$ cat src/rtl/uart_tx_serializer.sv
// UART transmit serializer: one bit per clk, start/data/[parity]/stop framing.
// Busy leads the start bit by one LOAD cycle so a downstream RX can align.
module uart_tx_serializer #(
    parameter int DATA_WIDTH = 8
) (
    input  logic                  clk,
    input  logic                  reset,
    input  logic [DATA_WIDTH-1:0] P_DATA,
    input  logic                  DATA_VALID,
    input  logic                  PAR_EN,
    input  logic                  PAR_TYP,
    output logic                  TX_OUT,
    output logic                  Busy
);

    localparam int CW = (DATA_WIDTH > 1) ? $clog2(DATA_WIDTH) : 1;
    localparam logic [CW-1:0] LAST = CW'(DATA_WIDTH - 1);

    typedef enum logic [2:0] {
        IDLE   = 3'd0,
        LOAD   = 3'd1,
        START  = 3'd2,
        DATA   = 3'd3,
        PARITY = 3'd4,
        STOP   = 3'd5
    } state_t;

    state_t                state, state_d;
    logic [DATA_WIDTH-1:0] data_q;
    logic [CW-1:0]         cnt, cnt_d;
    logic                  par_en_q, par_typ_q, par_bit;
    logic                  accept;
    logic                  tx_d, busy_d;

    always_ff @(posedge clk or negedge reset) begin
        if (!reset) begin
            state     <= IDLE;
            cnt       <= '0;
            data_q    <= '0;
            par_en_q  <= 1'b0;
            par_typ_q <= 1'b0;
            par_bit   <= 1'b0;
            TX_OUT    <= 1'b1;
            Busy      <= 1'b0;
        end else begin
            state  <= state_d;
            cnt    <= cnt_d;
            TX_OUT <= tx_d;
            Busy   <= busy_d;
            if (accept) begin
                data_q    <= P_DATA;
                par_en_q  <= PAR_EN;
                par_typ_q <= PAR_TYP;
            end
            if (state == LOAD)
                par_bit <= par_typ_q ? ~^data_q : ^data_q;
        end
    end

    // Outputs are registered from the next state, so TX_OUT/Busy
    // change on the same edge that enters each state.
    always_comb begin
        state_d = state;
        cnt_d   = cnt;
        accept  = 1'b0;
        tx_d    = 1'b1;
        busy_d  = 1'b1;
        case (state)
            IDLE: begin
                if (DATA_VALID) begin
                    accept  = 1'b1;
                    state_d = LOAD;
                end
            end
            LOAD: begin
                cnt_d   = '0;
                state_d = START;
            end
            START: state_d = DATA;
            DATA: begin
                if (cnt == LAST)
                    state_d = par_en_q ? PARITY : STOP;
                else
                    cnt_d = cnt + CW'(1);
            end
            PARITY: state_d = STOP;
            STOP:   state_d = IDLE;
            default: begin
                state_d = IDLE;
                cnt_d   = '0;
            end
        endcase

        case (state_d)
            IDLE:    busy_d = 1'b0;
            START:   tx_d   = 1'b0;
            DATA:    tx_d   = data_q[cnt_d];
            PARITY:  tx_d   = par_bit;
            default: tx_d   = 1'b1;
        endcase
    end

endmodule

$ cat config.mk
export PLATFORM = sky130hd
export DESIGN_NAME = uart_tx_serializer
export DESIGN_NICKNAME = d
export VERILOG_FILES = /design/src/rtl/uart_tx_serializer.sv
export SDC_FILE = /design/constraint.sdc
export NUM_CORES = 1
export LEC_CHECK = 0
export CAP_MARGIN = 25
export CORE_MARGIN = 2
export CORE_UTILIZATION = 35
export DETAILED_ROUTE_END_ITERATION = 10
export GPL_TIMING_DRIVEN = 0
export PLACE_DENSITY_LB_ADDON = 0.1
export SETUP_SLACK_MARGIN = 0.1
export SYNTH_ARGS = -nofsm -noshare
export SYNTH_HDL_FRONTEND = slang
export SYNTH_SLANG_ARGS = --single-unit
$ cat constraint.sdc
create_clock -name clk -period 1.9 [get_ports clk]
set_input_delay 0.38 -clock clk [delete_from_list [all_inputs] [get_ports clk]]
set_output_delay 0.38 -clock clk [all_outputs]
set_load 0.005 [all_outputs]
==> metrics.txt <==
outcome completed; max cap viols 0; PnR worst setup slack 104.7 ps; Avg Cell Area, Syn 10.20 µm²; clk sinks 19; area of the multi-input gates 775.7 µm²; die area 3955 µm²; largest family of logic cells by synthesized area compound AO/OA/AOI/OAI gates; routed via count 989; vias per cell 5.151; chip height 62.89 µm; Pleak 0.6545 nW; maximum vdd drop 0.7333 mV; synthesized flop and latch total 19; CP max stage cell dfrtp_2; 1st-iter DRT viols 68; vias in the first global route 1,031; number of core rows 21; diode count 0; Setup TNS 0 ps; clock root buffer clkbuf_4; asr flop ratio synth 100.0%; Slew headroom 44.53%; final non-filler cell total 192; global-route wire length before repair 4664 µm; latest clock arrival within the worst-skew pair 300 ps; # IOs 15; gr usage total 14.96%; Starting Density 36.37%; Post-synth EDFFs 0; initial antenna violation count 0; fin crit share 94.49%; YS warnings 0; crit path DAT 2000 ps; Synth Flop Type dfrtp_1; Bufs and invs on worst path 0; Slew Limit Fails 0; post-route core utilization 48.89%; area share of fa/ha/maj cells after synthesis 1.031%; crit path capture type flip-flop; post-cts hold buffer count 0; proportion of layout cells with a drive suffix above 1 34.25%; post-synthesis simple-gate area fraction 14.74%; H-tree depth 1; CP Max Fanout 5; DP HPWL 1937 µm; actual slew at the worst max-slew pin 829.5 ps; Design Area, Final 1632 µm²; die width 62.89 µm; dpl ws -173.2 ps; RSZ-0062 raised after global routing yes; drt drc 0; post-synthesis sequential area ratio 39.28%; delay-heaviest family, CP compound AO/OA/AOI/OAI gates; final hold vios 0; Critical Path Source Type flip-flop; Core ar. 3337 µm²; Num CTS Buffers 3; post-synth top area cell dfrtp_1; Nets 161; Worst path max stage delay 450 ps; Post-Route WL 2789 µm; Port Buffers 14; maximum number of pins on one net before global-route repair 20; Final Critical Period 1795 ps; synthesized area 1214 µm²; antenna viol nets, final 0; Worst EP required 2100 ps; GPL Wtd Cong 0.8084; DP Cell Count 179; Synth Area in Compound Gates 23.30%; top post-synthesis cells by area dfrtp_1 (37%), mux2_1 (7.4%), xnor2_1 (5.1%); DP Area 1411 µm²; multiplexer share of the synthesized area 10.00%; fillcell total 331; CTS max path bufs 2; DRT Pass-1 Iters 4; Hold Crit Class flip-flop to flip-flop; Distinct cells, synth 46; total grt overflow 0; Tot Pwr 3.246 mW; FF/Latch Area 479.2 µm²; area growth from synthesis to layout 34.43%; CTS tree done; hold slack 519.7 ps; f_max 0.5570 GHz; crit path kind flip-flop to flip-flop; PwrDens 1989 nW/µm²; CTS clk-pin slew, worst paths 110 ps; Final setup viols 0; Synth top area share 37.11%; Wirelength per Cell 14.53 µm; CP cell instances ha_4 > and3_4 > a31o_4 > a31oi_4 > a21oi_2 > a32o_2 > o32ai_2; cells after synthesis 119; Max Clock Skew 8.973 ps; Syn Nets 133; Synth Area in XOR/XNOR 5.773%
[metal layers]
metal	vias up	share of wire, %	GRT usage, %
li1	480	-	-
met1	495	47	19.50
met2	10	49	25.66
met3	4	1.9	2.162
met4	0	1.2	4.167
met5	-	0	0
[kinds of logic after synthesis]
group | count (synthesis)
buf+inv | 13
compound gates | 34
simple gates | 33
xor+xnor | 8
flops | 19
fa+ha+maj | 1
mux | 11
[report_power, final]
| group | switching (mW) | total (mW) | internal (mW) | leakage (nW) |
|---|---|---|---|---|
| clock network | 0.124 | 0.203 | 0.0784 | 0.0177 |
| logic | 1.06 | 2.27 | 1.21 | 0.418 |
| registers | 0.163 | 0.778 | 0.614 | 0.219 |
[worst paths after layout]
check,start,endpoint,slack (ps),depth (start not counted)
min in group asynchronous,reset,data_q[1],540,1
max,cnt[1],TX_OUT,100,7
min,par_en_q,par_en_q,520,1
max in group asynchronous,reset,cnt[1],780,1
max reg2reg,cnt[1],TX_OUT,100,7
min reg2reg,par_en_q,par_en_q,520,1
[flip-flops by register name (all words and copies together), names as in the netlist]
| name | flops |
|---|---|
| Busy | 1 |
| TX_OUT | 1 |
| cnt | 3 |
| data_q | 8 |
| par_bit | 1 |
| par_en_q | 1 |
| par_typ_q | 1 |
| state | 3 |
[worst reg2reg max path, delay by kind of cell (launching register included)]
| family | cells | cell delay [ps] |
|---|---|---|
| flip-flops | 1 | 450 |
| adder cells (fa/ha/maj) | 1 | 210 |
| AO/OA/AOI/OAI | 5 | 890 |
| AND/OR/NAND/NOR | 1 | 150 |
[placed cells by master, fill, tap and decap left out, types with 5 or more instances in the layout]
cell,instances
nand2b_1,5
nand2_1,8
o21ai_0,5
buf_4,10
clkdlybuf4s50_1,14
xnor2_1,7
dfrtp_1,16
mux2_1,8
a21oi_1,7
nor2_1,5
[synth_stat cells (2+ instances only)]
cell type  instances
mux2_1             8
mux2i_1            2
a21o_1             3
o21ai_0            5
nand2b_1           5
dfrtp_1           18
inv_1              5
xnor2_1            7
nor3b_1            2
buf_4              3
nor2b_1            2
a21oi_1            8
o31ai_1            3
nor2_1             6
buf_2              3
nand2_1            8
and2_1             2
[final cells by class]
class | instances | area share (%)
plain buffers | 8 | 3.758
flip-flops and latches | 19 | 29.37
multi-input cells | 87 | 47.55
clock buffers | 3 | 1.380
repair buffers | 23 | 12.96
inverters | 5 | 1.150
clock inverters | 1 | 0.3067
well taps | 46 | 3.528
[what timing repair did]
item / CTS / global route
pin swaps: 1 / 10
gates cloned: 0 / 0
endpoints found under the setup margin: 9 / 9
setup buffers: 4 / 5
gates resized for setup: 12 / 16
(Power assumes the default switching activity.)
